### src/rtl/led7seg_scan_ctrl.sv
// led7seg_scan_ctrl: time-multiplexed scan controller for common-anode 7-segment displays
// Walks one shared BCD-to-7-segment decoder across N_DIGITS digits, one active-low anode at a time,
// with GUARD_CYC dark cycles between digits. New digit data is double-buffered and only takes
// effect at frame boundaries (or immediately when scanning starts from idle).
// Ports:
//   clk       system clock, rising edge
//   rst_n     asynchronous active-low reset
//   en        scan enable; 0 blanks the display and abandons the frame
//   load      single-cycle strobe capturing data_in/dp_in into the pending buffer
//   data_in   BCD word, nibble i is digit i (nibble 0 rightmost)
//   dp_in     decimal-point request per digit, active-high
//   bcd       code of the digit being shown, to the decoder input
//   dp_n      decimal point, active-low
//   an        anode enables, active-low, at most one bit low
//   digit_idx index of the current or next digit
// Macro LED7SEG_BLANK_EN: when defined, leading-zero blanking keeps digit i>0 dark if all
// active nibbles and dp bits from i upward are zero.
module led7seg_scan_ctrl #(
    parameter int N_DIGITS  = 4,
    parameter int CLK_DIV   = 50000,
    parameter int GUARD_CYC = 2
) (
    input  logic                        clk,
    input  logic                        rst_n,
    input  logic                        en,
    input  logic                        load,
    input  logic [4*N_DIGITS-1:0]       data_in,
    input  logic [N_DIGITS-1:0]         dp_in,
    output logic [3:0]                  bcd,
    output logic                        dp_n,
    output logic [N_DIGITS-1:0]         an,
    output logic [$clog2(N_DIGITS)-1:0] digit_idx
);
    localparam int IW   = $clog2(N_DIGITS);
    localparam int CMAX = (CLK_DIV > GUARD_CYC) ? CLK_DIV : GUARD_CYC;
    localparam int CW   = $clog2(CMAX);

    typedef enum logic [1:0] {IDLE, SHOW, GUARD} state_t;

    state_t                r_state, w_state;
    logic [CW-1:0]         r_cnt, w_cnt;
    logic [IW-1:0]         r_idx, w_idx;
    logic [4*N_DIGITS-1:0] r_act_data, r_pend_data, w_act_data;
    logic [N_DIGITS-1:0]   r_act_dp, r_pend_dp, w_act_dp;
    logic [N_DIGITS-1:0]   r_an, w_an, w_blank;
    logic                  r_pend_valid, w_commit;
    logic [3:0]            r_bcd;
    logic                  r_dp_n;
    logic                  w_show_end, w_guard_end, w_last;

    assign w_show_end  = r_cnt == CW'(CLK_DIV - 1);
    assign w_guard_end = r_cnt == CW'(GUARD_CYC - 1);
    assign w_last      = r_idx == IW'(N_DIGITS - 1);

    // Next-state logic; outputs are registered from the next state so the
    // anode pattern changes on the same edge as the state it belongs to.
    always_comb begin
        w_state  = r_state;
        w_cnt    = r_cnt;
        w_idx    = r_idx;
        w_commit = 1'b0;
        if (!en) begin
            w_state = IDLE;
            w_cnt   = '0;
            w_idx   = '0;
        end else if (r_state == IDLE) begin
            w_state  = SHOW;
            w_cnt    = '0;
            w_idx    = '0;
            w_commit = 1'b1;
        end else if (r_state == SHOW) begin
            w_state = w_show_end ? GUARD : SHOW;
            w_cnt   = w_show_end ? '0 : r_cnt + 1'b1;
        end else begin
            w_state  = w_guard_end ? SHOW : GUARD;
            w_cnt    = w_guard_end ? '0 : r_cnt + 1'b1;
            w_idx    = w_guard_end ? (w_last ? '0 : r_idx + 1'b1) : r_idx;
            w_commit = w_guard_end && w_last;
        end
    end

    // A load on the commit edge bypasses the pending buffer.
    assign w_act_data = (load && w_commit) ? data_in :
                        (w_commit && r_pend_valid) ? r_pend_data : r_act_data;
    assign w_act_dp   = (load && w_commit) ? dp_in :
                        (w_commit && r_pend_valid) ? r_pend_dp : r_act_dp;

`ifdef LED7SEG_BLANK_EN
    logic w_zero;
    always_comb begin
        w_zero  = 1'b1;
        w_blank = '0;
        for (int i = N_DIGITS - 1; i > 0; i--) begin
            w_zero     = w_zero && w_act_data[4*i +: 4] == 4'd0 && !w_act_dp[i];
            w_blank[i] = w_zero;
        end
    end
`else
    assign w_blank = '0;
`endif

    assign w_an = (w_state == SHOW) ? (~(N_DIGITS'(1) << w_idx) | w_blank) : '1;

    always_ff @(posedge clk or negedge rst_n) begin
        if (!rst_n) begin
            r_state      <= IDLE;
            r_cnt        <= '0;
            r_idx        <= '0;
            r_act_data   <= '0;
            r_act_dp     <= '0;
            r_pend_data  <= '0;
            r_pend_dp    <= '0;
            r_pend_valid <= 1'b0;
            r_an         <= '1;
            r_bcd        <= 4'd0;
            r_dp_n       <= 1'b1;
        end else begin
            r_state    <= w_state;
            r_cnt      <= w_cnt;
            r_idx      <= w_idx;
            r_act_data <= w_act_data;
            r_act_dp   <= w_act_dp;
            if (load && !w_commit) begin
                r_pend_data  <= data_in;
                r_pend_dp    <= dp_in;
                r_pend_valid <= 1'b1;
            end else if (w_commit) begin
                r_pend_valid <= 1'b0;
            end
            r_an <= w_an;
            // bcd and dp_n hold their last values outside SHOW
            if (w_state == SHOW) begin
                r_bcd  <= w_act_data[4*w_idx +: 4];
                r_dp_n <= ~w_act_dp[w_idx];
            end
        end
    end

    assign an        = r_an;
    assign bcd       = r_bcd;
    assign dp_n      = r_dp_n;
    assign digit_idx = r_idx;
endmodule
### config.mk
export PLATFORM = sky130hd
export DESIGN_NAME = led7seg_scan_ctrl
export DESIGN_NICKNAME = d
export VERILOG_FILES = /design/src/rtl/led7seg_scan_ctrl.sv
export SDC_FILE = /design/constraint.sdc
export NUM_CORES = 1
export LEC_CHECK = 0
export ABC_CLOCK_PERIOD_IN_PS = 5550
export BUFFER_PORTS_ARGS = -buffer_cell sky130_fd_sc_hd__buf_2
export CAP_MARGIN = 20
export CORE_MARGIN = 2
export CORE_UTILIZATION = 47
export DETAILED_ROUTE_END_ITERATION = 8
export GPL_TIMING_DRIVEN = 0
export PLACE_DENSITY = 0.63
export REMOVE_ABC_BUFFERS = 1
export SLEW_MARGIN = 15
export SYNTH_ARGS = -nofsm -noshare
export SYNTH_HDL_FRONTEND = slang
export SYNTH_SLANG_ARGS = --single-unit
### constraint.sdc
create_clock -name clk -period 5.55 [get_ports clk]
set_clock_uncertainty 0.15 [all_clocks]
set_input_delay 0.8325 -clock clk [delete_from_list [all_inputs] [get_ports clk]]
set_output_delay 0.8325 -clock clk [all_outputs]
set_load 0.02 [all_outputs]
### After elaboration in Yosys (flattened, before gate mapping)

Index checks and enable logic that the tools add are counted.

* register bits after elaboration: 70
* input port bits: 24
* output and inout port bits: 11
* logic and storage cells: 57

* $add $sub $neg: 2
* $lt $le $gt $ge: 1
* eq/ne operators: 5
* shifts and indexed selects: 2
* muxes and demuxes: 27
* bitwise gates (word level): 2
* reduce and logical (&&, ||, !) cells: 7

Operator list (count)
* two-way mux 16 bit: 7
* two-way mux 2 bit: 10
* adder 16 x 1 -> 16 bit, second input constant: 1
* equality test 16 x 1 -> 1 bit, second input constant: 1
* equality test 16 bit, second input constant: 1
* variable part select 16 x 5 -> 4 bit: 1
* two-way mux 4 bit: 3
* two-way mux 1 bit: 6
* equality test 2 x 1 -> 1 bit, second input constant: 2
* logical AND 1 bit: 4
* inverter 4 bit: 1
* << shifter 1 x 2 -> 4 bit, first input constant: 1
* less-than comparator 2 x 3 -> 1 bit, second input constant: 1
* adder 2 x 1 -> 2 bit, second input constant: 1
* binary-select mux 1 bit (select 2 bit): 1
* equality test 2 bit, second input constant: 1
* zero test 2 bit: 1
* nonzero test 2 bit: 1
* zero test 1 bit: 1
* inverter 1 bit: 1

### Logic depth before layout (Yosys ltp)

Gate-level depths: netlist of run 1.

* depth in word-level cells: 11
* mapped depth: 11
* depth with buffers taken out: 9

### Worst setup path after synthesis of run 1

Ideal clock, no wire load.

* kind: input -> register
* start: in load
* end: reg r_bcd[3], in the netlist bcd[3]
* library setup time: 0.130 ns
* arrival time: 2.386 ns
* required time: 5.270 ns
* setup slack: 2.884 ns
* stages: 8
* path buffers: 2
* cells stage by stage: or2_2 and3_1 buf_2 buf_6 o221a_2 mux2_2 a222oi_1 a21oi_1

* longest elaborated chain between the ends: 3

RTL lines
* start: declaration: line 26 `input logic load,`
* logical AND 1 bit: line 83 `assign w_act_data = (load && w_commit) ? data_in :`
* two-way mux 16 bit: line 83
* via w_act_data[7]: line 43 `logic [4*N_DIGITS-1:0] r_act_data, r_pend_data, w_act_data;`
* variable part select 16 x 5 -> 4 bit: line 133 `r_bcd <= w_act_data[4*w_idx +: 4];`
* end signal: assignment: line 133
* end: declaration: line 47 `logic [3:0] r_bcd;`

The timed path passes the listed nets, and every way through them passes these cells.
A chain may end at the register's enable or synchronous reset.

### Final worst setup path of run 1

* start: reg r_cnt[1]
* end: reg r_bcd[1], in the netlist bcd[1]

* longest elaborated chain between the ends: 9
* elaborated cells between the ends (all ways): 21
* classes of those cells: eq/ne: 3; shift: 1; mux: 14; reduce/logical: 3

RTL lines
* start: declaration: line 41 `logic [CW-1:0] r_cnt, w_cnt;`
* start signal: assignment: line 119 `r_cnt <= w_cnt;`
* equality test 16 x 1 -> 1 bit (*): line 52 `assign w_guard_end = r_cnt == CW'(GUARD_CYC - 1);`
* logical AND 1 bit (*): line 78 `w_commit = w_guard_end && w_last;`
* two-way mux 1 bit (*): line 71 `end else if (r_state == SHOW) begin`
* two-way mux 1 bit (*): line 66 `end else if (r_state == IDLE) begin`
* two-way mux 1 bit (*): line 62 `if (!en) begin`
* logical AND 1 bit: line 84 `(w_commit && r_pend_valid) ? r_pend_data : r_act_data;`
* two-way mux 16 bit: line 84
* two-way mux 16 bit (*): line 83
* via w_act_data[13]: line 43
* variable part select 16 x 5 -> 4 bit (*): line 133

Mark *: on every way through the listed nets, which the timed path passes. The rest lies on a longest branch.

==> run summary, run 1 <==
Outcome = finished, final reports clean
Final Max Slew Viols = 0
Final Wtd Congestion = 0.8575
Max_cap viols = 0
Syn Area/Cell = 11.54 sq um
Critical Path, Cell by Cell = inv_1, ha_1, nor4b_2, a41o_2, nand3_2, o221a_2, mux2_1, a222oi_1, a21oi_1
RSZ-0062 raised after global routing = false
Setup TNS = 0 ns
Initial antenna violation count = 0
First-pass GRT wire length = 11280 um
Routed Antenna Nets = 0
# DRC = 0
Ports = 35
H-tree depth = 3
Type of origin of the critical path = register
Die Area = 7709 sq um
Placed cells = 400
Clock sink total = 70
Total GRT Usage = 0.1893
Post-CTS Resized = 0
Worst setup EP type = register
Avg Vias per Cell = 5.599
Vias in the first global route = 2362
Nets = 342
Register bit total from synthesis = 70
Initial DRT Pass Iterations = 4
Initial Utilization = 0.4858
CTS Hold Buffers Added = 0
Post-synth EDFFs = 0
Die width = 87.80 um
Yosys warns = 0
Hold Violations, Final = 0
Via count = 2329
Synthesized instance count = 286
Final Cell Area = 3749 sq um
Cell Count, Final, Fillers Out = 416
CTS tree = built
Worst Tran Pin Value = 0.9025 ns
Worst-skew pair later-pin latency = 0.34 ns
Reg clk slew, reported paths = 0.08 ns
Static Leakage = 1.550 nW
Peak supply drop = 0.0001533 V
GRT Residual Overflow = 0
CTS buffer count = 9
Fmax = 313.5 MHz
Final worst path period share = 0.5747
Fraction of layout cells with a size suffix above 1 = 0.3094
Reg-to-reg slack, setup = 2.36 ns
CP Class = reg -> reg
Post-Syn Area = 3301 sq um
FF-to-FF End = bcd[1]
Distinct cells, synth = 51
Worst-path fanout max = 22
FP Rows = 30
Final setup fails = 0
Worst rel slew slack = 0.3969
Seq/Total Area, Yosys = 0.5326
Worst Hold Class = in -> async
Critical Path AT = 3.23 ns
Post-CTS Setup Bufs = 0
CP Data Required Time = 5.59 ns
Layout filler cell count = 579
Ant diodes = 0
Crit-path slowest cell = a41o_2
Delay-heaviest family, CP = compound AO/OA/AOI/OAI gates
Register area = 1758 sq um
Wirelength per Cell = 16.41 um
Min Tclk post-route = 3.190 ns
Area Overhead vs Synth = 13.57%
Largest stage delay on the critical path = 0.53 ns
Core Region = 6794 sq um
Primary FF master, synth = dfrtp_1
Total Routed Length = 6825 um
Worst R2R Path Depth = 9
Deepest clock path buffer count = 2
Origin of the critical flop-to-flop path = r_cnt[1]
Multi-input gate area = 1430 sq um
Post-DP Area = 3516 sq um
P per Cell Area = 330.4 nW/um^2
CP bufs+invs = 1
Asr flop ratio synth = 1.000
Core Util, Final = 0.5518
DP HPWL = 4559 um
PortBufs = 34
Largest net degree at the start of global routing = 44
DIE HEIGHT = 87.80 um
Root Driver = clkbuf_8
Drt first-iter violations = 92
-- state kept, by name, summed over array words and instances (netlist names) --
| signal | flops |
|---|---|
| r_act_dp | 4 |
| dp_n | 1 |
| an | 4 |
| r_pend_dp | 4 |
| digit_idx | 2 |
| r_pend_data | 16 |
| r_act_data | 16 |
| bcd | 4 |
| r_pend_valid | 1 |
| r_cnt | 16 |
| r_state | 2 |
-- worst max path at each step --
stage,depth (start not counted),to,startpoint
floorplan,6,bcd[0],en
global placement,7,bcd[1],en
detailed placement,7,bcd[1],en
CTS,9,bcd[1],r_cnt[1]
global route,9,bcd[1],r_cnt[1]
finish,9,bcd[1],r_cnt[1]
-- report_power, final --
group | internal [W] | total [W] | switching, W | leakage (nW)
sequential | 0.000571 | 0.000600 | 0.0000286 | 0.843
combinational | 0.0000786 | 0.000163 | 0.0000843 | 0.591
clock | 0.000278 | 0.000476 | 0.000198 | 0.116
total | 0.000927 | 0.00124 | 0.000311 | 1.55
-- through the flow --
step | setup WS [ns] | power, W | hold slack (ns)
after floorplan | 2.875 | 0.0007114 | 0.3035
after global placement | 2.260 | 0.0007662 | 0.3238
after detailed placement | 2.180 | 0.0007726 | 0.3448
after CTS | 2.355 | 0.001249 | 0.2561
after global routing | 2.173 | 0.001291 | 0.2694
final | 2.360 | 0.001239 | 0.2438
-- cells in the mapped netlist, drive strengths merged (2+ instances only) --
master	number	area share
nor4	2	0.010
a21oi	9	0.015
nand2	17	0.022
nand3	16	0.026
nand4	3	0.0057
nand4b	13	0.034
o21ai	2	0.0030
clkbuf	6	0.0068
xor2	8	0.021
o221a	12	0.041
or3b	2	0.0053
a22oi	2	0.0045
nor3	6	0.0091
ha	3	0.011
a31oi	2	0.0038
mux2	23	0.078
and4	4	0.011
a222oi	3	0.0091
xnor2	6	0.016
nor2	33	0.038
dfrtp	65	0.49
nor2b	3	0.0057
buf	11	0.023
dfstp	5	0.040
inv	4	0.0045
and3	7	0.013
a32oi	2	0.0053
a221o	3	0.0091
-- per-layer routing --
metal | track usage | part of all wire | vias to the layer above
li1 | - | - | 1115
met1 | 0.2670 | 0.48 | 1148
met2 | 0.2810 | 0.46 | 56
met3 | 0.04901 | 0.046 | 10
met4 | 0.07413 | 0.013 | 0
met5 | 0 | 0 | -
-- cells by family (layout without fill, tap and decap cells) --
| family | after synthesis | after routing | share of synthesized area |
|---|---|---|---|
| AO/OA/AOI/OAI | 43 | 43 | 0.1118 |
| AND/OR/NAND/NOR | 111 | 111 | 0.1914 |
| XOR/XNOR | 14 | 14 | 0.03715 |
| flip-flops | 70 | 70 | 0.5326 |
| multiplexers | 24 | 24 | 0.08150 |
| adder cells (fa/ha/maj) | 3 | 3 | 0.01137 |
| buffers and inverters | 21 | 55 | 0.03411 |
-- final cells by class --
cell class / count / area share
Tap cell: 96 / 0.03204
Timing Repair Buffer: 35 / 0.05140
Inverter: 4 / 0.004005
Clock buffer: 11 / 0.04039
Multi-Input combinational cell: 195 / 0.3815
Sequential cell: 70 / 0.4690
Clock inverter: 5 / 0.02170
-- placed cells by master (no fill, tap or decap), drive strengths merged, types with 4 or more instances in the layout --
cell	netlist	routed
nor2	33	33
o221a	12	12
xor2	8	8
nand4b	13	13
dfstp	5	5
mux2	23	23
and4	4	4
dfrtp	65	65
and3	7	7
nand3	16	16
clkbuf	6	11
nand2	17	17
a21oi	9	9
buf	11	35
xnor2	6	6
inv	4	4
nor3	6	6
Note: power is estimated with default switching activity, not from simulation.
==> run 2, diff against run 1 <==
ABC_AREA = 1   (was default)
ABC_CLOCK_PERIOD_IN_PS = 2900   (was 5550)
PLACE_DENSITY = 0.65   (was 0.63)
clock period = 2.9 ns   (was 5.55 ns; I/O delays follow)
==> run 2 against run 1 <==
Effect of this change:
- register-to-register slack worse by 2.1 ns
- global-route usage grew 1.4 points
- critical path depth increased by 2
- design area rose by 7.6%
- combinational power increased by 110%
- largest power group unchanged
- utilization rose by 0.76 points
- synthesized cell count increased by 53%
- sequential power up 90%
==> run summary, run 2 <==
Register bit total from synthesis = 70
Wirelength per Cell = 13.48 um
CP Class = reg -> reg
Synthesized instance count = 437
Worst Hold Class = in -> reg
GRT Residual Overflow = 0
Final Cell Area = 4035 sq um
Post-Syn Area = 3488 sq um
Post-synth top cells = nand2_1 (99), dfrtp_1 (65), inv_1 (55)
Hold Violations, Final = 0
Total GRT Usage = 0.2030
Syn Area/Cell = 7.982 sq um
Worst rel slew slack = 0.5240
Root Driver = clkbuf_8
DP HPWL = 4912 um
# DRC = 0
Area Overhead vs Synth = 15.67%
Deepest clock path buffer count = 2
Fmax = 382.1 MHz
Regs by FF count = r_act_data: 16 flops, r_cnt: 16 flops, r_pend_data: 16 flops
CP Data Required Time = 2.99 ns
H-tree depth = 3
Post-DP Area = 3729 sq um
Most frequent cell after synthesis = nand2_1
Cell Count, Final, Fillers Out = 573
Placed cells = 555
Reg clk slew, reported paths = 0.08 ns
Initial DRT Pass Iterations = 4
Worst R2R Path Depth = 11
Ant diodes = 0
CP startpoint = r_state[1]
Nets = 496
RSZ-0062 raised after global routing = false
Origin of the critical flop-to-flop path = r_state[1]
Most frequent cells in the layout = nand2_1 (99), dfrtp_1 (65), inv_1 (55), nand3_1 (54), nor2_1 (45)
Mux cell area share after synthesis = 0
Seq/Total Area, Yosys = 0.5039
Routed Antenna Nets = 0
Reg-to-reg slack, setup = 0.28 ns
DIE HEIGHT = 90.15 um
Distinct cells, synth = 29
Initial antenna violation count = 0
Avg Vias per Cell = 5.049
First-pass GRT wire length = 13020 um
Type of origin of the critical path = register
Final Max Slew Viols = 0
Drt first-iter violations = 141
CTS buffer count = 9
Synth area leaders = dfrtp_1 (47%), nand2_1 (11%), nand3_1 (7.7%)
Post-synthesis simple-gate area fraction = 0.3318
Critical Path AT = 2.71 ns
Worst-path fanout max = 20
Largest net degree at the start of global routing = 60
Fraction of layout cells with a size suffix above 1 = 0.1498
Post-synthesis compound-gate area fraction = 0.05488
Worst setup EP type = register
CTS tree = built
Final worst path period share = 0.9025
Final setup fails = 0
Peak supply drop = 0.0003249 V
Synth Area in Adders = 0.01076
Post-synth EDFFs = 0
Primary FF master, synth = dfrtp_1
Final Wtd Congestion = 0.8679
Vias in the first global route = 2746
Die Area = 8127 sq um
PortBufs = 34
Total Routed Length = 7723 um
Core Region = 7214 sq um
Largest area contributor in the netlist = dfrtp_1
Yosys top cell area share = 0.4663
Outcome = finished, final reports clean
P per Cell Area = 627.9 nW/um^2
Die width = 90.15 um
Main combinational cell family by area after synthesis = simple AND/OR/NAND/NOR gates
Worst-skew pair later-pin latency = 0.35 ns
Asr flop ratio synth = 1.000
Post-CTS Setup Bufs = 0
Static Leakage = 1.997 nW
Worst Tran Pin Value = 0.7140 ns
Min Tclk post-route = 2.617 ns
Via count = 2893
FP Rows = 31
Ports = 35
Crit path to = bcd[0]
HP Start = dp_in[1]
Yosys warns = 0
Clock sink total = 70
FF-to-FF End = bcd[0]
Xor and xnor area share after synthesis = 0.01004
Commonest non-fill, non-tap cell in the layout = nand2_1
Max_cap viols = 0
Initial Utilization = 0.4835
run 2: critical path: stages, from the launching register on:
cell and delay (ns):
dfrtp_1 0.48, inv_1 0.08, nand2_2 0.11, nand2_1 0.10
a21oi_4 0.55, nand3_4 0.28, inv_6 0.24, nand2_1 0.10
nand3_1 0.10, nand3_1 0.11, nor2_1 0.15, nor2_1 0.05
run 2: metrics by stage:
stage          total power (W)  utilization  worst slack (ns)  TNS, ns  hold WS [ns]
6_report              0.002534       0.5593            0.2828        0        0.1698
5_1_grt               0.002657       0.5593           0.02209        0        0.1747
4_1_cts               0.002549       0.5569          0.001440        0        0.1647
3_5_place_dp          0.001504       0.5168           -0.3013   -1.798        0.1425
3_3_place_gp          0.001484       0.5106           -0.3031   -1.668        0.3173
2_1_floorplan         0.001384            -            0.5540        0      -0.01059
run 2: worst min-delay path by stage:
stage,endpoint,slack [ns],depth (start not counted)
floorplan,bcd[0],-0.01,0
global placement,r_pend_data[9],0.32,2
detailed placement,r_cnt[14],0.14,1
CTS,r_act_dp[1],0.16,3
global route,r_act_dp[0],0.17,3
finish,r_act_dp[1],0.17,3
run 2: cell type report:
type,count,area (sq um)
Multi-Input combinational cell,295,1451
Fill cell,696,3179
Tap cell,99,123.9
Clock inverter,6,133.9
Clock buffer,10,127.6
Inverter,56,215.2
Sequential cell,70,1758
Timing Repair Buffer,37,225.2
run 2: cells by family (layout without fill, tap and decap cells):
group / count (synthesis) / count (layout)
and+or+nand+nor: 253 / 254
buffers and inverters: 73 / 109
DFF: 70 / 70
AOI/OAI and AO/OA: 34 / 34
xor gates and xnor gates: 4 / 4
adders and majority gates: 3 / 3
run 2: timing repair:
action,in CTS,in global routing
pin swaps,1,1
hold buffers,1,0
gates cloned,0,1
resized for setup,3,2
endpoints found under the setup margin,21,5
hold endpoints to repair,11,0
run 2: per-layer routing:
layer  global-route usage  wire length [um]  share of wire
met5                    0                 0              0
met4              0.08718               167          0.022
met3              0.04023               379          0.049
met2               0.3258              3456           0.45
met1               0.2695              3719           0.48
run 2: report_power, final:
part           switching, W  internal [W]  leakage (nW)
sequential        0.0000512       0.00109         0.861
combinational      0.000211      0.000137          1.00
clock              0.000383      0.000659         0.130
